==> config.mk <==
export PLATFORM = sky130hd
export DESIGN_NAME = regfile_scoreboard
export DESIGN_NICKNAME = d
export VERILOG_FILES = /design/src/rtl/regfile_pkg.sv /design/src/rtl/rf_read_port.sv /design/src/rtl/regfile_scoreboard.sv
export SDC_FILE = /design/constraint.sdc
export NUM_CORES = 1
export LEC_CHECK = 0
export ABC_AREA = 0
export BUFFER_PORTS_ARGS = -buffer_cell sky130_fd_sc_hd__buf_2
export CORE_UTILIZATION = 28
export DETAILED_ROUTE_END_ITERATION = 12
export SLEW_MARGIN = 25
export SYNTH_ARGS = -nofsm -noshare
export SYNTH_HDL_FRONTEND = slang
export SYNTH_SLANG_ARGS = --single-unit
==> constraint.sdc <==
create_clock -name Clk -period 2.75 [get_ports Clk]
set_clock_uncertainty 0.2 [all_clocks]
set_input_delay 0 -clock Clk [delete_from_list [all_inputs] [get_ports Clk]]
set_output_delay 0 -clock Clk [all_outputs]
set_load 0.03 [all_outputs]
==> src/rtl/regfile_pkg.sv <==
// Shared defaults for the scoreboarded register file.
// Instances override these through module parameters.
package regfile_pkg;

  localparam int DATA_W_DEF    = 16;
  localparam int ADDR_W_DEF    = 4;
  localparam int RESET_VAL_DEF = 0;

  function automatic int depth_of(input int addr_w);
    return 1 << addr_w;
  endfunction

endpackage

==> src/rtl/rf_read_port.sv <==
// One registered read port: write bypass, data/valid/busy capture.
// Data and busy hold while the port is idle; valid drops.
module rf_read_port
  import regfile_pkg::*;
#(
  parameter int DATA_W = DATA_W_DEF,
  parameter int ADDR_W = ADDR_W_DEF
) (
  input  logic              clk,
  input  logic              rst_n,
  input  logic              r_en,
  input  logic [ADDR_W-1:0] r_addr,
  input  logic [DATA_W-1:0] mem_word,
  input  logic              busy_bit,
  input  logic              w_en,
  input  logic [ADDR_W-1:0] w_addr,
  input  logic [DATA_W-1:0] w_data,
  output logic [DATA_W-1:0] r_data,
  output logic              r_valid,
  output logic              r_busy
);

  logic [DATA_W-1:0] read_word;

  // A write landing this edge must be visible to a same-cycle read.
  always_comb begin
    read_word = mem_word;
    if (w_en && (w_addr == r_addr)) read_word = w_data;
  end

  always_ff @(posedge clk or negedge rst_n) begin
    if (!rst_n) begin
      r_data  <= '0;
      r_valid <= 1'b0;
      r_busy  <= 1'b0;
    end else begin
      r_valid <= r_en;
      if (r_en) begin
        r_data <= read_word;
        r_busy <= busy_bit;
      end
    end
  end

endmodule

==> src/rtl/regfile_scoreboard.sv <==
// Register file with one write port, two bypassed registered read ports
// and a per-register busy scoreboard (reserve sets, write clears).
module regfile_scoreboard
  import regfile_pkg::*;
#(
  parameter int                DATA_W    = DATA_W_DEF,
  parameter int                ADDR_W    = ADDR_W_DEF,
  parameter logic [DATA_W-1:0] RESET_VAL = DATA_W'(RESET_VAL_DEF)
) (
  input  logic                          Clk,
  input  logic                          Reset_n,
  input  logic                          W_en,
  input  logic [ADDR_W-1:0]             W_addr,
  input  logic [DATA_W-1:0]             W_data,
  input  logic                          Rsv_en,
  input  logic [ADDR_W-1:0]             Rsv_addr,
  input  logic                          R_en0,
  input  logic                          R_en1,
  input  logic [ADDR_W-1:0]             R_addr0,
  input  logic [ADDR_W-1:0]             R_addr1,
  output logic [DATA_W-1:0]             R_data0,
  output logic [DATA_W-1:0]             R_data1,
  output logic                          R_valid0,
  output logic                          R_valid1,
  output logic                          R_busy0,
  output logic                          R_busy1,
  output logic [depth_of(ADDR_W)-1:0]   Busy,
  output logic [DATA_W-1:0]             RQ0
);

  localparam int DEPTH = depth_of(ADDR_W);

  logic [DATA_W-1:0] mem [DEPTH];
  logic [DEPTH-1:0]  busy_q;
  logic [DEPTH-1:0]  busy_next;

  // Reserve is applied after the write-clear so it wins on a collision.
  always_comb begin
    busy_next = busy_q;
    if (W_en)   busy_next[W_addr]   = 1'b0;
    if (Rsv_en) busy_next[Rsv_addr] = 1'b1;
  end

  always_ff @(posedge Clk or negedge Reset_n) begin
    if (!Reset_n) begin
      for (int i = 0; i < DEPTH; i++) mem[i] <= RESET_VAL;
      busy_q <= '0;
    end else begin
      if (W_en) mem[W_addr] <= W_data;
      busy_q <= busy_next;
    end
  end

  assign Busy = busy_q;
  assign RQ0  = mem[0];

  rf_read_port #(.DATA_W(DATA_W), .ADDR_W(ADDR_W)) u_port0 (
    .clk      (Clk),
    .rst_n    (Reset_n),
    .r_en     (R_en0),
    .r_addr   (R_addr0),
    .mem_word (mem[R_addr0]),
    .busy_bit (busy_next[R_addr0]),
    .w_en     (W_en),
    .w_addr   (W_addr),
    .w_data   (W_data),
    .r_data   (R_data0),
    .r_valid  (R_valid0),
    .r_busy   (R_busy0)
  );

  rf_read_port #(.DATA_W(DATA_W), .ADDR_W(ADDR_W)) u_port1 (
    .clk      (Clk),
    .rst_n    (Reset_n),
    .r_en     (R_en1),
    .r_addr   (R_addr1),
    .mem_word (mem[R_addr1]),
    .busy_bit (busy_next[R_addr1]),
    .w_en     (W_en),
    .w_addr   (W_addr),
    .w_data   (W_data),
    .r_data   (R_data1),
    .r_valid  (R_valid1),
    .r_busy   (R_busy1)
  );

endmodule

==> results.txt, run 1 <==
The top cell type's share of synthesized area was 0.464; the latest clock arrival within the worst-skew pair was 0.58 ns. For the worst flop-to-flop path, the logic depth is 6. By area the synthesized netlist is led by sky130_fd_sc_hd__dfrtp_1 46%, sky130_fd_sc_hd__mux2_2 17%, sky130_fd_sc_hd__mux4_2 15%. Together, buffers and inverters on the worst path number 3.

The total count of max-transition violations in the final report was 0. Dividing the detail-routed wire length by the instance count gives 23.6 um. In this run, synthesis inferred 0 flip-flops with an integrated enable. The die span in y works out to 246 um. The layout cell share with drive strength beyond 1 is 0.456, and the warning count from the yosys run is 0. The worst setup path is captured at a register.

The hold path startpoint was R_addr0[3]. The tools report the wire length of the first global-routing pass as 74.9 mm. The cell type of the slowest stage on the worst timing path is sky130_fd_sc_hd__dlygate4sd3_1. For this design, the sink count on the clock tree is 308. The startpoint identified for the worst register-to-register timing path is mem[222].

The share of the clock period used by the worst path is 0.945, and the number of placed instances, taps included is 1972. The run finished with clean final reports. Setup violations remaining at the end of the flow were counted as 0. The number of filler cells placed in the layout is 5678. Detailed placement ended at an HPWL of 32.6 mm. The tightest min-delay check is of the in2reg type. The setup TNS is 0 ns, and the number of maximum-capacitance violations is 0. The filler-free cell count of the finished design came out at 2068. End of the worst hold path: u_port0.r_data[1]. The fraction of registers with async set/reset is 1.00, and the maximum buffer depth of the clock tree is 3.

The first routing iteration left 864 violations. The number of CTS-inserted buffers is 31, and the data arrival at the endpoint of the critical path is 2.86 ns. For this run, the slowest stage of the critical path takes 0.64 ns. The run gives 11400 as the via count of the first global-routing pass. The detailed router placed 11100 vias in this run. The cell count after synthesis came out at 1173. For the pin with the worst max-slew slack, the measured transition is 0.742 ns. The summed area of non-filler cells in the final layout was 19400 sq um; the synthesis-to-layout area growth was 16.5%. TritonCTS built the clock tree.

Setup slack on the worst reg-to-reg path comes out at 0.22 ns. The logs give 0 for the post-cts gate resize count and 1319 for the final net count. The final standard cell utilization of the core is 0.333, and the detailed-route wire length is 48.7 mm. The power per standard cell area was 733 nW/um^2; the area of placed instances was 18000 sq um.

After floorplanning, the core was sized to cover 58100 sq um. DRC violations left: 0. From left edge to right edge, the die measures 246 um. Among all flip-flop cells after synthesis, the most frequent one is sky130_fd_sc_hd__dfrtp_1.

The detail route stage leaves a number of antenna-violating nets equal to 0. Entering global routing, the biggest net connects 87 pins. Setup repair after global routing left no endpoint under its margin.

The family with the most delay on the worst path is buffers and inverters. The sequential share of the synthesized area came out at 0.464. The final weighted congestion in routability-driven placement was 0.852. Final hold analysis gives a worst-case slack of 0.0522 ns.

The number of I/O pins is 106. Biggest fanout along the worst timing path: 8. Walking the worst path, the cells encountered are dlygate4sd3_1, buf_2, nand3b_1, o31ai_1, dlygate4sd3_1, nand3b_1, a21oi_1, o21ai_1, a211o_1. The shortest clock period the worst path allows after layout is 2.60 ns, and the per-cell via count in the routed design is 5.37.

Of all cell types, the one taking the most synthesized area is sky130_fd_sc_hd__dfrtp_1. The flop and latch count out of synthesis was 308; the register area was 7710 sq um. The die covers 60300 sq um. The run gives 1211 as the post-synthesis net count.

The floorplan has 88 rows. The clock tree root driver cell is sky130_fd_sc_hd__clkbuf_16. The worst hold path was traced through 5 stages. The worst slew margin relative to its limit came out at 0.505. The number of different library cells used by synthesis comes to 57. Based on the critical path, the design can be clocked at up to 385 MHz. Port buffering added 105 buffers. For the worst setup path, the data required time is 3.01 ns.

The cell area that synthesis handed to floorplanning was 16600 sq um. The clock-pin transition on the worst setup and hold timing paths was 0.06 ns. Summed over all cells, the static leakage comes to 8.06 nW.

Post-synthesis area per instance: 14.2 sq um. VDD sags by at most 0.475 mV. Deepest level of the CTS H-tree: 1. For the global-route usage over all layers, the log shows 0.163. The category of the most critical setup path was in2reg. The leftover overflow at the end of global routing is 0, and the initial antenna violation count is 3.

The iteration count of the initial detailed-routing pass was 6; the hold violation count in the final report was 0. The tools report the area of the multi-input gates as 8170 sq um. The capturing point of the worst reg2reg path was u_port0.r_data[14]. The tools report the initial core utilization as 0.286.

The tools report the type of origin of the critical path as an input pin.
[cells by family (layout without fill, tap and decap cells)]
kind of cell	count (synthesis)	in the layout	synth area share
mux	403	403	0.362
other cells	0	3	0
xor+xnor	8	8	0.00422
compound gates	140	140	0.0663
simple gates	182	182	0.0581
buf+inv	132	259	0.0450
flops	308	308	0.464
[sequential cells by signal, indices dropped and copies added, names as in the netlist]
signal	flops
RQ0	16
u_port1.r_data	16
u_port0.r_busy	1
u_port0.r_data	16
u_port1.r_busy	1
mem	240
Busy	16
u_port1.r_valid	1
u_port0.r_valid	1
[synthesized netlist by cell type (17+ instances only)]
cell type / number
sky130_fd_sc_hd__dfrtp_1: 308
sky130_fd_sc_hd__mux2_2: 256
sky130_fd_sc_hd__mux4_2: 110
sky130_fd_sc_hd__nand2_1: 60
sky130_fd_sc_hd__nor2b_1: 54
sky130_fd_sc_hd__clkbuf_1: 50
sky130_fd_sc_hd__buf_2: 41
sky130_fd_sc_hd__a221o_1: 32
sky130_fd_sc_hd__a211oi_1: 23
sky130_fd_sc_hd__a21oi_1: 20
sky130_fd_sc_hd__buf_4: 19
sky130_fd_sc_hd__mux2i_1: 19
sky130_fd_sc_hd__mux4_1: 18
sky130_fd_sc_hd__and2_1: 17
[worst reg2reg max path, stage by stage (launching register included)]
cell,delay [ns]
sky130_fd_sc_hd__dfrtp_1,0.39
sky130_fd_sc_hd__mux4_2,0.45
sky130_fd_sc_hd__nor2b_1,0.16
sky130_fd_sc_hd__a211oi_1,0.24
sky130_fd_sc_hd__a21oi_1,0.07
sky130_fd_sc_hd__a221o_1,0.35
sky130_fd_sc_hd__dlygate4sd3_1,0.56
[cells in the final DEF (no fill, tap or decap), types with 23 or more instances in the layout]
cell,instances
sky130_fd_sc_hd__dfrtp_1,308
sky130_fd_sc_hd__mux2_2,256
sky130_fd_sc_hd__mux4_2,110
sky130_fd_sc_hd__buf_2,102
sky130_fd_sc_hd__nand2_1,60
sky130_fd_sc_hd__nor2b_1,54
sky130_fd_sc_hd__buf_4,45
sky130_fd_sc_hd__dlygate4sd3_1,41
sky130_fd_sc_hd__a221o_1,32
sky130_fd_sc_hd__clkbuf_16,31
sky130_fd_sc_hd__a211oi_1,23
[worst max-delay path by stage]
| stage | start | endpoint | slack, ns | cells past startpoint |
|---|---|---|---|---|
| finish | W_addr[1] | u_port1.r_busy | 0.15 | 9 |
| CTS | RQ0[14] | u_port0.r_data[14] | 0.22 | 6 |
| global placement | R_addr0[0] | u_port0.r_data[11] | 0.18 | 6 |
| detailed placement | R_addr0[0] | u_port0.r_data[11] | 0.19 | 6 |
| global route | W_addr[1] | u_port1.r_busy | 0.03 | 9 |
| floorplan | RQ0[14] | u_port1.r_data[14] | 0.87 | 5 |
[report_power, final]
part / switching [mW] / total [mW] / leakage (nW) / internal, mW
clock network: 1.79 / 4.08 / 0.464 / 2.29
logic: 1.74 / 3.76 / 3.82 / 2.02
registers: 0.776 / 6.34 / 3.78 / 5.57
[timing repair]
action,in CTS,in global routing
hold buffers,41,0
endpoints found under the hold margin,616,0
setup buffers,0,0
[metal layers]
layer,part of all wire,track usage,up-vias
li1,-,-,4688
met1,0.44,0.226,5856
met2,0.45,0.248,462
met3,0.080,0.0396,89
met4,0.027,0.0521,4
met5,0.00053,0,-
[per-stage QoR]
stage | worst slack [ns] | total power, mW
4_1_cts | 0.219 | 14.3
2_1_floorplan | 0.869 | 8.97
6_report | 0.152 | 14.2
3_3_place_gp | 0.177 | 9.97
3_5_place_dp | 0.185 | 10.1
5_1_grt | 0.0296 | 14.9
[area by class of cell]
cell class	count	share of cell area
clock inverters	4	0.00129
repair buffers	202	0.0793
inverters	5	0.000970
diodes	3	0.000388
multi-input cells	733	0.422
well taps	765	0.0495
clock buffers	48	0.0480
flip-flops and latches	308	0.398
Power figures use the tool's default switching activity.
==> run 2, diff against run 1 <==
- REMOVE_ABC_BUFFERS: unset -> 1
==> run 2 against run 1 <==
Effect of this change: die area is the same; power grew 4.8%; worst hold slack lost 0.015 ns; first-iteration DRC count grew 22%; clock power grew 18%; cell area grew 1.6%; worst setup slack lost 0.028 ns; global-route usage grew 0.86 points; sequential share of layout area shrank 0.64 points; highest routed layer unchanged.
==> results.txt, run 2 (same netlist as run 1, synthesis figures left out) <==
The run finished with clean final reports. The clock-pin transition on the worst setup and hold timing paths was 0.06 ns (about the same); the DRC violations left was 0 (unchanged). The tools report the hold violation count in the final report as 0 (unchanged).

The initial core utilization was 0.286 (unchanged). Setup repair after global routing left no endpoint under its margin. The final net count came out at 1336 (was 1319). The tools report the internal power consumption as 10.4 mW (was 9.88 mW). The synthesis-to-layout area growth is 18.4% (was 16.5%), and the row count is 88 (unchanged). The number of placed instances, taps included is 1983 (was 1972), and the worst slew margin relative to its limit is 0.473 (was 0.505). Final number of setup-violating endpoints: 0 (unchanged). The peak clock frequency supported by timing was 381 MHz (was 385 MHz); the total buffers and inverters traversed by the critical path was 4 (was 3). The count of vias placed by the detailed router was 11300 (was 11100); the largest stage delay on the critical path was 0.65 ns (was 0.64 ns).

The largest register by flop count was mem (unchanged). The logs give 1055 (was 864) for the first-iteration detailed-routing DRC count and 308 (unchanged) for the sink count of the clock tree. The leftover overflow at the end of global routing was 0 (unchanged); the filler-free cell count of the finished design was 2088 (was 2068). The logs give 60300 sq um (unchanged) for the full die area and 88 (was 87) for the largest net degree at the start of global routing. The die span in y was 246 um (unchanged); the number of nets with antenna violations after routing was 0 (unchanged). The family with the most delay on the worst path was buffers and inverters (unchanged). The run gives 106 (unchanged) as the number of I/O pins. Commonest non-fill, non-tap cells in the layout: 308 x sky130_fd_sc_hd__dfrtp_1, 256 x sky130_fd_sc_hd__mux2_2, 110 x sky130_fd_sc_hd__mux4_2 (unchanged). Switching power: 4.45 mW (was 4.30 mW). The share of the clock period used by the worst path was 0.955 (was 0.945); the latest clock arrival within the worst-skew pair was 0.55 ns (was 0.58 ns). The class of the tightest hold or removal check was in2reg (unchanged). The tools report the half-perimeter wire length after detailed placement as 31.7 mm (was 32.6 mm). The switching part of the total works out to 0.299 (was 0.303). The most common cell after layout, fill and taps aside is sky130_fd_sc_hd__dfrtp_1 (unchanged).

The relative contribution of sequential cells to total power was 0.426 (was 0.447). For the total chip power, the log shows 14.9 mW (was 14.2 mW). The logs give 11800 (was 11400) for the via count of the first global-routing pass and 2 (was 3) for the initial antenna violation count. The share of power burned in the clock network came out at 0.324 (was 0.287). The maximum buffer depth of the clock tree came out at 3 (unchanged). For the maximum vdd ir drop, the log shows 0.397 mV (was 0.475 mV). Among the stages of the critical path, the cell type that occurs most often is sky130_fd_sc_hd__dlygate4sd3_1. The final standard cell utilization of the core is 0.338 (was 0.333), and the transition time at the pin with the least slew margin is 0.790 ns (was 0.742 ns).

Power per standard cell area: 756 nW/um^2 (was 733 nW/um^2). The worst setup path startpoint was W_addr[0] (was W_addr[1]). The static power due to leakage came out at 8.23 nW (was 8.06 nW). The run gives 0 ns (unchanged) as the setup TNS. The shortest clock period the worst path allows after layout was 2.63 ns (was 2.60 ns); the count of cells along the worst register-to-register path was 6 (unchanged).

The count of inserted antenna diode cells came out at 0 (was 3). For the number of filler cells placed in the layout, the log shows 5670 (was 5678). The logs give 2.86 ns (about the same) for the data arrival at the endpoint of the critical path and 0 (unchanged) for the total count of max-transition violations in the final report.

The biggest fanout along the worst timing path was 8 (unchanged). Logic depth of the worst path, buffers included: 7 (was 9). The cell type of the slowest stage on the worst timing path was sky130_fd_sc_hd__dlygate4sd3_1 (unchanged).

The share of total power in combinational logic is 0.250 (was 0.265), and the data required time of the critical path is 2.98 ns (was 3.01 ns). For the wire length of the first global-routing pass, the log shows 77.6 mm (was 74.9 mm). The hold path startpoint is R_addr0[1] (was R_addr0[3]). X dimension of the die: 246 um (unchanged). The layout cell share with drive strength beyond 1 is 0.470 (was 0.456). Worst hold path cell count: 6 (was 5). The quantity of I/O buffers inserted on ports is 105 (unchanged), and the final weighted congestion in routability-driven placement is 0.871 (was 0.852).

The tools report the iteration count of the initial detailed-routing pass as 7 (was 6). Sequence of cells on the critical path: dlygate4sd3_1, buf_2, nand3b_1, o31ai_1, dlygate4sd3_1, nand2_1, dlygate4sd3_1 (was dlygate4sd3_1, buf_2, nand3b_1, o31ai_1, dlygate4sd3_1, nand3b_1, a21oi_1, o21ai_1, a211o_1). The tools report the deepest level of the CTS H-tree as 2 (was 1). The tools report the detailed-route wire length as 51.0 mm (was 48.7 mm).

The category of the most critical setup path was in2reg (unchanged). The clock tree root driver cell was sky130_fd_sc_hd__clkbuf_16 (unchanged). The detailed-route wire length per cell works out to 24.4 um (was 23.6 um). The global-route usage over all layers was 0.171 (was 0.163). TritonCTS built the clock tree. The per-cell via count in the routed design works out to 5.42 (was 5.37). The logs give 0 (unchanged) for the post-CTS setup-driven buffer insertion count and 0 (unchanged) for the number of maximum-capacitance violations. The type of origin of the critical path was an input pin (unchanged).

The number of CTS-inserted buffers is 37 (was 31), and the number of flip-flops in the largest register is 240 (unchanged). The tools report the type of element capturing the critical path as a register (unchanged). The launch point of the worst reg-to-reg path was RQ0[14] (was mem[222]).

The core box area was 58100 sq um (unchanged).
==> run 2: cell count changes in the layout (fill, tap and decap cells not counted), moves of 2 or more <==
cell | previous run | this run
sky130_fd_sc_hd__nor2b_1 | 54 | 52
sky130_fd_sc_hd__nor2_2 | 6 | 11
sky130_fd_sc_hd__nor2b_2 | 0 | 2
sky130_fd_sc_hd__buf_4 | 45 | 57
sky130_fd_sc_hd__nor2_1 | 9 | 4
sky130_fd_sc_hd__diode_2 | 3 | 0
sky130_fd_sc_hd__clkbuf_16 | 31 | 38
==> run 2: worst min-delay path: cells and delay by family <==
| kind | cells | cell delay, ns |
|---|---|---|
| simple gates | 1 | 0.15 |
| mux | 1 | 0.14 |
| compound gates | 3 | 0.32 |
| buf+inv | 1 | 0.14 |
==> run 2: final cells by class <==
type                       count  area (sq um)  area share
sequential                   308          7710       0.392
clock buffer                  57          1120      0.0571
inverter                       5          18.8    0.000954
clock inverter                 7          67.6     0.00344
tap                          765           957      0.0487
multi-input combinational    733          8190       0.416
timing repair buffer         213          1600      0.0816
==> run 2: metrics by stage <==
stage / instance area [sq um] / setup WS, ns / hold slack [ns]
floorplan: 15900 / 0.736 / -0.496
global placement: 18100 / 0.235 / -0.132
detailed placement: 18100 / 0.215 / -0.137
CTS: 19700 / 0.193 / 0.00508
global route: 19700 / 0.0446 / 0.0474
finish: 19700 / 0.124 / 0.0368
==> run 2: metal layers <==
metal  routed length [um]  global-route usage
met1                21700               0.233
met3                 4020              0.0366
met4                 1230              0.0524
met5                    8                   0
met2                24000               0.271
==> run 2: timing repair <==
action                    CTS  global route
hold endpoints to repair  616             0
hold buffers               41             0
gates resized for setup     0             0
==> run 2: worst paths after layout <==
| kind | to | slack, ns |
|---|---|---|
| worst max-delay path | Busy[2] | 0.12 |
| worst min-delay path | u_port0.r_data[1] | 0.04 |
| worst max register to register | u_port1.r_data[14] | 0.20 |
| worst min register to register | mem[161] | 0.31 |
| max in group asynchronous | mem[19] | 1.07 |
| min in group asynchronous | RQ0[4] | 0.40 |
==> run 2: power groups by stage <==
| stage | combinational (mW) | sequential, mW | clock, mW |
|---|---|---|---|
| floorplan | 2.18 | 6.52 | 0 |
| global placement | 3.61 | 6.34 | 0 |
| detailed placement | 3.67 | 6.40 | 0 |
| CTS | 3.75 | 6.33 | 4.90 |
| global route | 4.00 | 6.48 | 5.09 |
| finish | 3.72 | 6.33 | 4.81 |
